## config.mk

```make
export PLATFORM = sky130hd
export DESIGN_NAME = filt_decim_buf
export DESIGN_NICKNAME = d
export VERILOG_FILES = /design/src/rtl/filt_decim_buf.sv
export SDC_FILE = /design/constraint.sdc
export NUM_CORES = 1
export LEC_CHECK = 0
export ABC_AREA = 1
export CORE_MARGIN = 5
export CORE_UTILIZATION = 60
export CTS_BUF_LIST = sky130_fd_sc_hd__clkbuf_2
export DETAILED_ROUTE_END_ITERATION = 10
export GPL_TIMING_DRIVEN = 0
export PLACE_DENSITY_LB_ADDON = 0.15
export SLEW_MARGIN = 20
export SYNTH_ARGS = -nofsm -noshare
export SYNTH_HDL_FRONTEND = slang
export SYNTH_SLANG_ARGS = --single-unit
export TNS_END_PERCENT = 50
```

## constraint.sdc

```tcl
create_clock -name clk -period 2.85 [get_ports clk]
set_input_delay 0.4275 -clock clk [delete_from_list [all_inputs] [get_ports clk]]
set_output_delay 0.4275 -clock clk [all_outputs]
set_load 0.01 [all_outputs]
```

## src/rtl/filt_decim_buf.sv

```systemverilog
// Post-filter stage: blanks the stream while the filter settles after a mode
// change, decimates by a run-time factor and buffers kept samples in a show-ahead FIFO.
module filt_decim_buf #(
  parameter int unsigned DW     = 8,
  parameter int unsigned DEPTH  = 8,
  parameter int unsigned AW     = 3,
  parameter int unsigned SETTLE = 9
) (
  input  logic          clk,
  input  logic          rst,
  input  logic [1:0]    mode,
  input  logic [DW-1:0] din,
  input  logic [3:0]    decim,
  output logic [DW-1:0] dout,
  output logic          dout_valid,
  input  logic          dout_ready,
  output logic [AW:0]   count,
  output logic          overflow,
  input  logic          clr_ovf
);

  localparam int unsigned CW = (SETTLE > 1) ? $clog2(SETTLE) : 1;
  localparam logic [CW-1:0] SETTLE_INIT = CW'(SETTLE - 1);
  localparam logic [AW:0]   FULL_CNT    = (AW + 1)'(DEPTH);

  typedef enum logic {S_SETTLE, S_RUN} state_e;

  state_e          state_q, state_d;
  logic [CW-1:0]   settle_cnt_q, settle_cnt_d;
  logic [3:0]      phase_q, phase_d;
  logic [3:0]      n_q, n_d, n_eff;
  logic [1:0]      mode_d_q;
  logic            kept;

  logic [DW-1:0]   mem_q [DEPTH];
  logic [AW-1:0]   wr_q, rd_q;
  logic [AW:0]     count_q, count_d;
  logic            overflow_q;
  logic            push, pop, full;

  always_comb begin
    state_d      = state_q;
    settle_cnt_d = settle_cnt_q;
    phase_d      = phase_q;
    n_d          = n_q;
    n_eff        = n_q;
    kept         = 1'b0;
    if (mode != mode_d_q) begin
      state_d      = S_SETTLE;
      settle_cnt_d = SETTLE_INIT;
      phase_d      = '0;
    end else begin
      case (state_q)
        S_SETTLE: begin
          if (settle_cnt_q == '0) begin
            state_d = S_RUN;
            phase_d = '0;
          end else begin
            settle_cnt_d = settle_cnt_q - CW'(1);
          end
        end
        S_RUN: begin
          // N is latched only at the start of a period; mid-period decim edits wait.
          if (phase_q == '0) begin
            kept  = 1'b1;
            n_eff = (decim == '0) ? 4'd1 : decim;
            n_d   = n_eff;
          end
          phase_d = (({1'b0, phase_q} + 5'd1) >= {1'b0, n_eff}) ? '0 : phase_q + 4'd1;
        end
        default: state_d = S_SETTLE;
      endcase
    end
  end

  always_ff @(posedge clk) begin
    if (rst) begin
      state_q      <= S_SETTLE;
      settle_cnt_q <= SETTLE_INIT;
      phase_q      <= '0;
      n_q          <= 4'd1;
      mode_d_q     <= '0;
    end else begin
      state_q      <= state_d;
      settle_cnt_q <= settle_cnt_d;
      phase_q      <= phase_d;
      n_q          <= n_d;
      mode_d_q     <= mode;
    end
  end

  assign full = (count_q == FULL_CNT);
  assign pop  = (count_q != '0) & dout_ready;
  assign push = kept & (~full | pop);

  always_comb begin
    count_d = count_q;
    case ({push, pop})
      2'b10:   count_d = count_q + (AW + 1)'(1);
      2'b01:   count_d = count_q - (AW + 1)'(1);
      default: count_d = count_q;
    endcase
  end

  always_ff @(posedge clk) begin
    if (push) mem_q[wr_q] <= din;
  end

  always_ff @(posedge clk) begin
    if (rst) begin
      wr_q       <= '0;
      rd_q       <= '0;
      count_q    <= '0;
      overflow_q <= 1'b0;
    end else begin
      if (push) wr_q <= wr_q + AW'(1);
      if (pop)  rd_q <= rd_q + AW'(1);
      count_q <= count_d;
      // A drop in the same cycle as clr_ovf keeps the flag set.
      if (kept & ~push)  overflow_q <= 1'b1;
      else if (clr_ovf)  overflow_q <= 1'b0;
    end
  end

  assign dout_valid = (count_q != '0);
  assign dout       = dout_valid ? mem_q[rd_q] : '0;
  assign count      = count_q;
  assign overflow   = overflow_q;

endmodule
```

Yosys cells after proc, flatten, opt, wreduce, memory -nomap -nowiden
Memory sizes are Yosys's and may differ from the RTL's. A register that Yosys moved wholly into a read port is not among the register bits. Cells that the tools add are included.

Flip-flop bits (word level): 26. Memory bits (writable): 64. Input port bits: 18. Output and inout port bits: 14. Logic and storage cells: 61. Memories: 1.

Memories: mem_q (depth 8, bits a word 8, rd ports 1, clocked after memory_dff 1, write ports 1, line 35) `logic [DW-1:0] mem_q [DEPTH];`.

Add/sub/neg operators: 7. Magnitude comparators: 1. Equality and inequality tests: 5. Muxes and demuxes: 20. Bitwise operators: 9. Reductions and logical operators: 9.

Operator list (count): 4-bit 2-to-1 mux (6); 4-bit one-hot mux with 2 select lines (2); 4-bit logical NOT (3); 1-bit 2-to-1 mux (9); 4-bit by 1-bit adder with 4-bit output (second input constant) (2); 8-bit 2-to-1 mux (1); 4-bit by 1-bit subtractor with 4-bit output (second input constant) (2); 3-bit by 1-bit adder with 3-bit output (second input constant) (2); 3-bit 2-to-1 mux (2); 4-bit by 1-bit adder with 5-bit output (second input constant) (1); 5-bit by 4-bit greater-or-equal comparator with 1-bit output (1); 1-bit inverter (5); 4-bit equality test (second input constant) (1); 2-bit AND reduction (2); 2-bit nonzero test (2); 4-bit nonzero test (1); 1-bit AND (3); 2-bit by 1-bit equality test with 1-bit output (second input constant) (1); 2-bit equality test (second input constant) (1); 2-bit inequality test (1); 2-bit inequality test (second input constant) (1); 2-bit OR reduction (1); 1-bit OR (1).

Logic depth before layout (Yosys ltp)
Gate-level depths: netlist of run 1.

Depth after elaboration: 8. Depth in mapped cells: 17.

Least setup slack after synthesis of run 1
Ideal clock, no wire load.

Kind: input to register. Start: input port mode[1]. End: memory mem_q[3][0], enable pin. Setup time: 0.383 ns. Data arrival time: 1.676 ns. Path slack: 0.790 ns. Stages: 8. Path buffers: 0. Cell sequence: inv_1 > nand2_1 > nand2_1 > nor2_8 > nand2_4 > nor2_4 > nand2_1 > nor3_1.

Longest elaborated chain between the ends: 5.

RTL lines: from (decl) (line 11) `input logic [1:0] mode,`; 2-bit inequality test (line 48) `if (mode != mode_d_q) begin`; 1-bit 2-to-1 mux (line 48); 1-bit AND (line 94) `assign push = kept & (~full | pop);`; 1-bit 2-to-1 mux (line 106) `if (push) mem_q[wr_q] <= din;`; 1-bit 2-to-1 mux (not written as such) (line 106); to (decl) (line 35).

Every way passes these cells.

==> reports/metrics.cfg, run 1 <==
[sta]
hold_viol=0
clock.fmax_mhz=370
worst-slew-pin-transition_ps=908
setup_viol=0
max-slew-margin-rel=0.392
period_share=0.948
layout_setup_ws_ps=147
finalCriticalPeriod_ps=2700
final_max_slew_viol_count=0
finClkSkew_ps=23.3
rsz0062_at_grt=false

[route]
drt_first_pass_iters=5
drt_iter0_drc=246
vias=2955
drc=0
antenna_left=0
finalWirelength_mm=8.22
avgRoutedWirePerCell_um=16.0
vias_per_cell=5.74

[floorplanning]
io-pin-count=32
die_w_um=92.4
die-area_mm2=0.00853
initial_core_util=0.609
rows=30
core_mm2=0.00668
die_h_um=92.4

[synth]
ys_top_cells_by_count=nor2_1, edfxtp_1, o21ai_0, inv_1, nand2_1
synth.area.top_cells=edfxtp_1, dfxtp_1, nor2_1
synth.avg_cell_area_um2=10.4
ys_seq_elements=93
synth_area_mm2=0.00407
synth_top_area_frac=0.472
postSynthCellCount=390
yosysWarnings=0
ys_types=34
synth_top_area_cell=edfxtp_1
synth_edf_count=64
post-synth-top-count-cell=nor2_1
synth-main-ff-cell=edfxtp_1
ys_seq_area_frac=0.615
async_flop_share=0
syn-num-nets=420

[finish]
drive_gt1_frac=0.106
areaGrowthSynthToFinish_pct=13.2
antenna_cells=0
nets=461
post-route-cell-area_mm2=0.00461

[worst_setup_path]
cp-start-kind=flip-flop
arrival_ps=2280
crit_type=reg2out
crit_fanout=10
cp-end-kind=output port
worstPathRequired_ps=2420
reg2reg_slack_ps=370

[power]
p_per_area_mw_per_mm2=757
leakagePower_nw=1.69
vdd_drop_max_v=0.000414

[cts]
cts_tree=done
cts.path.max_buffers=2
cts.sinks=93
cts_buffers=9
worst_skew_pair.late_latency_ps=510
clk_pin_slew_worst_paths_ps=230
h-tree-depth=3
cts_root_buffer=clkbuf_2

[outcome]
status=finished, final reports clean

[hold_path]
hold_path.class=in2reg

[grt]
grt_max_degree=15
grtUsageTotal=0.210
grt_pass1_vias=2913
antenna_found_initial=0
overflow=0
grt_pass1_wl_mm=13.9

[placed_design]
post_dp_cell_area_mm2=0.00450
place_hpwl_mm=5.64
pre_cts_slack_ps=60.4
gp_congestion=0.834
port_buffers=31

[job]
cap_viol_max_count=0

-- metrics by stage --
| step | cells | utilization | hold WS (ps) | total power [mW] | setup TNS (ps) |
|---|---|---|---|---|---|
| 6_report | 515 | 0.690 | 472 | 3.49 | 0 |
| 5_1_grt | 515 | 0.690 | 447 | 3.72 | 0 |
| 4_1_cts | 515 | 0.687 | 437 | 3.48 | 0 |
| 3_5_place_dp | 501 | 0.674 | 466 | 2.97 | 0 |
| 3_3_place_gp | 501 | 0.671 | 448 | 2.93 | -7430 |
| 2_1_floorplan | 390 | - | 433 | 2.42 | 0 |
-- placed cells by master, fill, tap and decap left out, types with 4 or more instances in the layout --
cell type and instances:
nor2_1 85, edfxtp_1 64, o21ai_0 38, inv_1 35
nand2_1 32, clkdlybuf4s50_1 30, dfxtp_1 27, a21oi_1 22
o32ai_1 16, ha_1 11, clkbuf_2 10, nand3_1 9
nand2_4 6, buf_2 4, nor3_2 4
-- metal layers --
metal	GRT usage	share of wire	vias up	routed length [µm]
met2	0.379	0.52	92	4290
met3	0.0301	0.051	11	423
met1	0.253	0.41	1416	3390
li1	-	-	1436	-
met5	0	0	-	0
met4	0.0780	0.014	0	113
-- worst max-delay path, cell delays in order, from the launching register on --
cell	delay [ps]
dfxtp_2	430
buf_2	250
o21ai_0	150
o32ai_1	140
o21ai_0	120
nor2_1	120
clkdlybuf4s50_1	550
-- final cells by class --
cell class / instances / area [µm²]
buffer: 11 / 73.8
clock buffer: 9 / 45.0
clock inverter: 6 / 31.3
fill: 517 / 2070
inverter: 38 / 145
multi-input combinational: 247 / 1390
sequential: 93 / 2510
tap: 80 / 100
timing repair buffer: 31 / 313
-- cell families (layout without fill, tap and decap cells) --
| group | count (synthesis) | after routing | share of synthesized area |
|---|---|---|---|
| and+or+nand+nor | 149 | 149 | 0.171 |
| DFF | 93 | 93 | 0.615 |
| xor gates and xnor gates | 3 | 3 | 0.00646 |
| buffers and inverters | 50 | 95 | 0.0483 |
| adders and majority gates | 12 | 12 | 0.0387 |
| AOI/OAI and AO/OA | 82 | 82 | 0.119 |
| muxes | 1 | 1 | 0.00246 |
-- flip-flops by register name, summed over array words and instances, names as in the netlist, 2 cells and up, named ones only --
name          flops
count             4
mem_q            64
mode_d_q          2
n_q               4
phase_q           4
rd_q              3
settle_cnt_q      4
wr_q              3
-- path summary, 6_finish.rpt --
check        startpoint          end  depth (start not counted)
max           flip-flop      dout[0]                          6
min             mode[1]  mode_d_q[1]                          3
max reg2reg  phase_q[0]   phase_q[3]                         11
min reg2reg     rd_q[2]      rd_q[2]                          2
-- what timing repair did --
| action | 4_1_cts | 5_1_grt |
|---|---|---|
| setup endpoints to repair | 8 | 8 |
| gates resized for setup | 9 | 12 |
| hold buffers | 0 | 0 |
| cloned | 0 | 0 |
| hold endpoints to repair | 0 | 0 |
| buffers inserted | 0 | 0 |
-- where the power goes --
group | switching, mW | total (mW) | leakage (nW) | internal, mW
logic | 0.795 | 1.40 | 0.830 | 0.609
clock network | 0.408 | 0.508 | 0.0463 | 0.0995
registers | 0.0701 | 1.58 | 0.812 | 1.51
total | 1.27 | 3.49 | 1.69 | 2.21
(Power assumes the default switching activity.)
==> inputs of run 2 (changes only) <==
--- a/config.mk
+++ b/config.mk
@@ -6,7 +6,6 @@
 export NUM_CORES = 1
 export LEC_CHECK = 0
 export ABC_AREA = 1
-export CORE_MARGIN = 5
 export CORE_UTILIZATION = 60
 export CTS_BUF_LIST = sky130_fd_sc_hd__clkbuf_2
 export DETAILED_ROUTE_END_ITERATION = 10
==> run 2 against run 1 <==
Effect of this change: the flow now finishes with violations (DRC); wire length down 2.4%; critical path depth up 1; maximum frequency down 0.18%; utilization up 3.1 points; die area down 17%; register-to-register slack better by 70 ps; non-clock buffer count unchanged; sequential share of layout area down 0.57 points; first-iteration DRC count down 19%; critical endpoint is now dout[7].
==> reports/metrics.cfg, run 2 (same netlist as run 1, synthesis figures left out) <==
[sta]
clock.fmax_mhz=369
worst-slew-pin-transition_ps=893
max-slew-margin-rel=0.402
tns_ps=0
period_share=0.950
hold_viol=0
rsz0062_at_grt=false
final_max_slew_viol_count=0
setup_viol=0
layout_setup_ws_ps=143
finClkSkew_ps=33.7
finalCriticalPeriod_ps=2710

[grt]
antenna_found_initial=0
grtUsageTotal=0.243
grt_pass1_vias=2778
grt_pass1_wl_mm=13.1
grt_max_degree=16
overflow=0

[cts]
clk_pin_slew_worst_paths_ps=220
h-tree-depth=3
cts_buffers=9
cts_root_buffer=clkbuf_2
cts.sinks=93
cts.path.max_buffers=2
hold_buffers=0
worst_skew_pair.late_latency_ps=530
cts_tree=done

[finish]
final_common_cell=nor2_1
top_register=mem_q
nFillCells=488
layout_common_cells=nor2_1, edfxtp_1, o21ai_0
multi_input_area_mm2=0.00139
antenna_cells=0
regArea_mm2=0.00251
nets=461
fin_util=0.721
layout.cells.non_filler=513
largest_reg_flops=64
areaGrowthSynthToFinish_pct=14.4
drive_gt1_frac=0.112

[placed_design]
pre_cts_slack_ps=74.8
place_hpwl_mm=5.40
place_inst=498
gp_congestion=0.841
port_buffers=31

[outcome]
status=complete, but fails checks
violations=DRC

[job]
cap_viol_max_count=0

[route]
drt_iter0_drc=199
drt_first_pass_iters=8
vias=2961
vias_per_cell=5.77
avgRoutedWirePerCell_um=15.6
finalWirelength_mm=8.01
drc=5
antenna_left=0

[floorplanning]
rows=29
core_mm2=0.00646
die_w_um=84.4
die_h_um=84.4
io-pin-count=32
die-area_mm2=0.00712
initial_core_util=0.630

[hold_path]
min_to=mode_d_q[1]
worst_hold_path.num_cells=3
hold_path.class=in2reg
hold_start=mode[1]

[power]
p_per_area_mw_per_mm2=793
leakagePower_nw=1.71
vdd_drop_max_v=0.000606

[worst_setup_path]
cpPeakStageDelay_ps=550
reg2reg_depth=11
r2r_start=phase_q[0]
crit_type=reg2out
reg2reg_slack_ps=440
crit_path_frequent_cell=nor2_1
crit_fanout=10
r2r-end=phase_q[0]
cp-end-kind=output port
path_cells=inv_2 -> buf_6 -> nor2_1 -> o32ai_1 -> nor2_1 -> nor2_1 -> clkdlybuf4s50_1
worstPathRequired_ps=2420
cp-start-kind=flip-flop
critPathTopFamily=buffers and inverters
critPathBufInv=3
arrival_ps=2280
slowest_stage=clkdlybuf4s50_1

==> run 2: stage by stage <==
step	hold WS [ps]	area [µm²]	power [mW]
4_1_cts	431	4640	3.66
6_report	453	4660	3.69
5_1_grt	457	4660	3.89
2_1_floorplan	433	4070	2.42
3_3_place_gp	450	4480	2.91
3_5_place_dp	456	4500	2.95
==> run 2: layout make-up <==
class,instances,area share
inverter,38,0.0312
tap,77,0.0207
clock buffer,11,0.0118
sequential,93,0.539
buffer,11,0.0159
clock inverter,5,0.0164
timing repair buffer,31,0.0666
multi-input combinational,247,0.299
==> run 2: power by group <==
part	switching, mW	internal [mW]
sequential	0.0725	1.51
combinational	0.796	0.611
clock	0.410	0.295
total	1.28	2.41
==> run 2: what timing repair did <==
item / 4_1_cts / 5_1_grt
resized for setup: 8 / 11
setup endpoints to repair: 8 / 8
gates cloned: 0 / 0
hold endpoints to repair: 0 / 0
buffers inserted: 0 / 0
==> run 2: worst max-delay path by stage <==
| stage | depth (start not counted) | slack (ps) | endpoint |
|---|---|---|---|
| 2_1_floorplan | 8 | 790 | mem_q[3][0] |
| 3_3_place_gp | 9 | -220 | mem_q[5][1] |
| 3_5_place_dp | 9 | 70 | mem_q[1][6] |
| 4_1_cts | 6 | 10 | dout[6] |
| 5_1_grt | 6 | 10 | dout[7] |
| 6_report | 7 | 140 | dout[7] |
==> run 2: layer usage <==
metal / global-route usage / part of all wire
met3: 0.0295 / 0.057
met1: 0.314 / 0.42
met4: 0.112 / 0.026
met2: 0.414 / 0.49
met5: 0 / 0
==> run 2: worst min-delay path, stage by stage <==
cell             delay [ps]
clkdlybuf4s50_1         420
inv_1                    80
nor2_1                   40
==> inputs of run 3 (changes only) <==
--- a/config.mk
+++ b/config.mk
@@ -6,7 +6,7 @@
 export NUM_CORES = 1
 export LEC_CHECK = 0
 export ABC_AREA = 1
-export CORE_UTILIZATION = 60
+export CORE_UTILIZATION = 54
 export CTS_BUF_LIST = sky130_fd_sc_hd__clkbuf_2
 export DETAILED_ROUTE_END_ITERATION = 10
 export GPL_TIMING_DRIVEN = 0
==> constraint.sdc (replaced) <==
create_clock -name clk -period 2.28 [get_ports clk]
set_input_delay 0.342 -clock clk [delete_from_list [all_inputs] [get_ports clk]]
set_output_delay 0.342 -clock clk [all_outputs]
set_load 0.01 [all_outputs]
==> run 3 against run 2 <==
Effect of this change: register-to-register slack lost 340 ps; first-iteration DRC count shrank 4.0%; total power grew 30%; critical path depth shrank 1; sequential share of layout area shrank 2.3 points; non-clock buffer count grew 4; cell count grew 5.1%; the run ends with setup timing left; critical path type unchanged; utilization shrank 4.9 points; highest routed layer unchanged.
==> reports/metrics.cfg, run 3 (same netlist as run 1, synthesis figures left out) <==
[sta]
finalCriticalPeriod_ps=2310
final_max_slew_viol_count=0
clock.fmax_mhz=433
period_share=1.01
finClkSkew_ps=26.3
worst-slew-pin-transition_ps=749
hold_viol=0
setup_viol=1
max-slew-margin-rel=0.498
rsz0062_at_grt=true
layout_setup_ws_ps=-30.4

[grt]
grt_max_degree=16
grtUsageTotal=0.235
overflow=0
grt_pass1_wl_mm=13.5
antenna_found_initial=0
grt_pass1_vias=2796

[floorplanning]
rows=31
die_h_um=88.8
io-pin-count=32
die-area_mm2=0.00789
initial_core_util=0.561
die_w_um=88.8
core_mm2=0.00725

[placed_design]
pre_cts_slack_ps=-428
port_buffers=31
gp_congestion=0.878
place_hpwl_mm=5.58
post_dp_cell_area_mm2=0.00452

[cts]
worst_skew_pair.late_latency_ps=520
cts_buffers=9
clk_pin_slew_worst_paths_ps=220
cts.sinks=93
cts.path.max_buffers=2
cts_root_buffer=clkbuf_2
cts_tree=done
h-tree-depth=3

[finish]
largest_reg_flops=64
antenna_cells=0
nFillCells=572
final_common_cell=nor2_1
layout_common_cells=nor2_1, edfxtp_1, inv_1
post-route-cell-area_mm2=0.00488
top_register=mem_q
areaGrowthSynthToFinish_pct=19.8
drive_gt1_frac=0.180
nets=465

[power]
p_per_area_mw_per_mm2=981
power_mw=4.78
vdd_drop_max_v=0.000768
leakagePower_nw=1.78

[worst_setup_path]
worstPathRequired_ps=1940
arrival_ps=1970
cp-end-kind=output port
crit_type=reg2out
cp-start-kind=flip-flop
crit_fanout=10

[route]
drc=0
antenna_left=0
vias=2944
vias_per_cell=5.46
drt_iter0_drc=191
avgRoutedWirePerCell_um=16.1
drt_first_pass_iters=4
finalWirelength_mm=8.69

[outcome]
status=complete, but fails checks
violations=setup timing

[job]
cap_viol_max_count=0

[hold_path]
hold_path.class=in2reg

-- run 3: cell types whose count changed in the layout (fill, tap and decap cells not counted), moves of 6 or more --
cell,previous run,this run
o32ai_1,16,7
o32ai_2,0,9
clkdlybuf4s50_1,31,23
nor2_1,85,79
nor2_2,2,8
-- run 3: path summary, 6_finish.rpt --
kind | slack, ps | to | cells after the start | start
hold / removal | 370 | mode_d_q[1] | 3 | mode[1]
setup reg to reg | 100 | mem_q[4][5] | 8 | phase_q[0]
hold reg to reg | 470 | flip-flop | 2 | rd_q[2]
setup / recovery | -30 | dout[7] | 6 | flip-flop
-- run 3: routing by layer --
layer	global-route usage	up-vias	share of wire
li1	-	1454	-
met1	0.298	1395	0.43
met2	0.397	81	0.51
met3	0.0364	14	0.048
met4	0.111	0	0.018
met5	0	-	0
-- run 3: cell type report --
cell class	count	area, µm²	area share
sequential	93	2520	0.516
multi-input combinational	247	1500	0.308
timing repair buffer	35	354	0.0726
inverter	38	158	0.0323
tap	99	124	0.0254
buffer	11	113	0.0231
clock inverter	7	66.3	0.0136
clock buffer	9	45.0	0.00924
-- run 3: report_power, final --
part | switching (mW) | leakage, nW | internal (mW)
Combinational | 1.11 | 0.899 | 0.898
Sequential | 0.107 | 0.814 | 1.88
Clock | 0.537 | 0.0646 | 0.246
Total | 1.76 | 1.78 | 3.03
-- run 3: what timing repair did --
item,4_1_cts,5_1_grt
buffers inserted,1,1
resized for setup,73,20
cloned,1,1
hold buffers,0,0
endpoints found under the setup margin,52,35
endpoints found under the hold margin,0,0
pin swaps,6,4
-- run 3: per-stage QoR --
| step | setup TNS, ps | std cells | util | hold slack (ps) |
|---|---|---|---|---|
| global placement | -32500 | 520 | 0.621 | 446 |
| CTS | -60.0 | 537 | 0.660 | 338 |
| detailed placement | -23240 | 520 | 0.624 | 456 |
| finish | -30.4 | 539 | 0.672 | 370 |
| global route | -840 | 539 | 0.672 | 388 |
| floorplan | 0 | 390 | - | 411 |
-- run 3: worst max-delay path, stage by stage, from the launching register on --
cell and delay, ps:
dfxtp_4 420, clkbuf_4 220, o21ai_0 110, o32ai_1 190, o21ai_0 140, nor2_1 130, clkdlybuf4s15_2 240
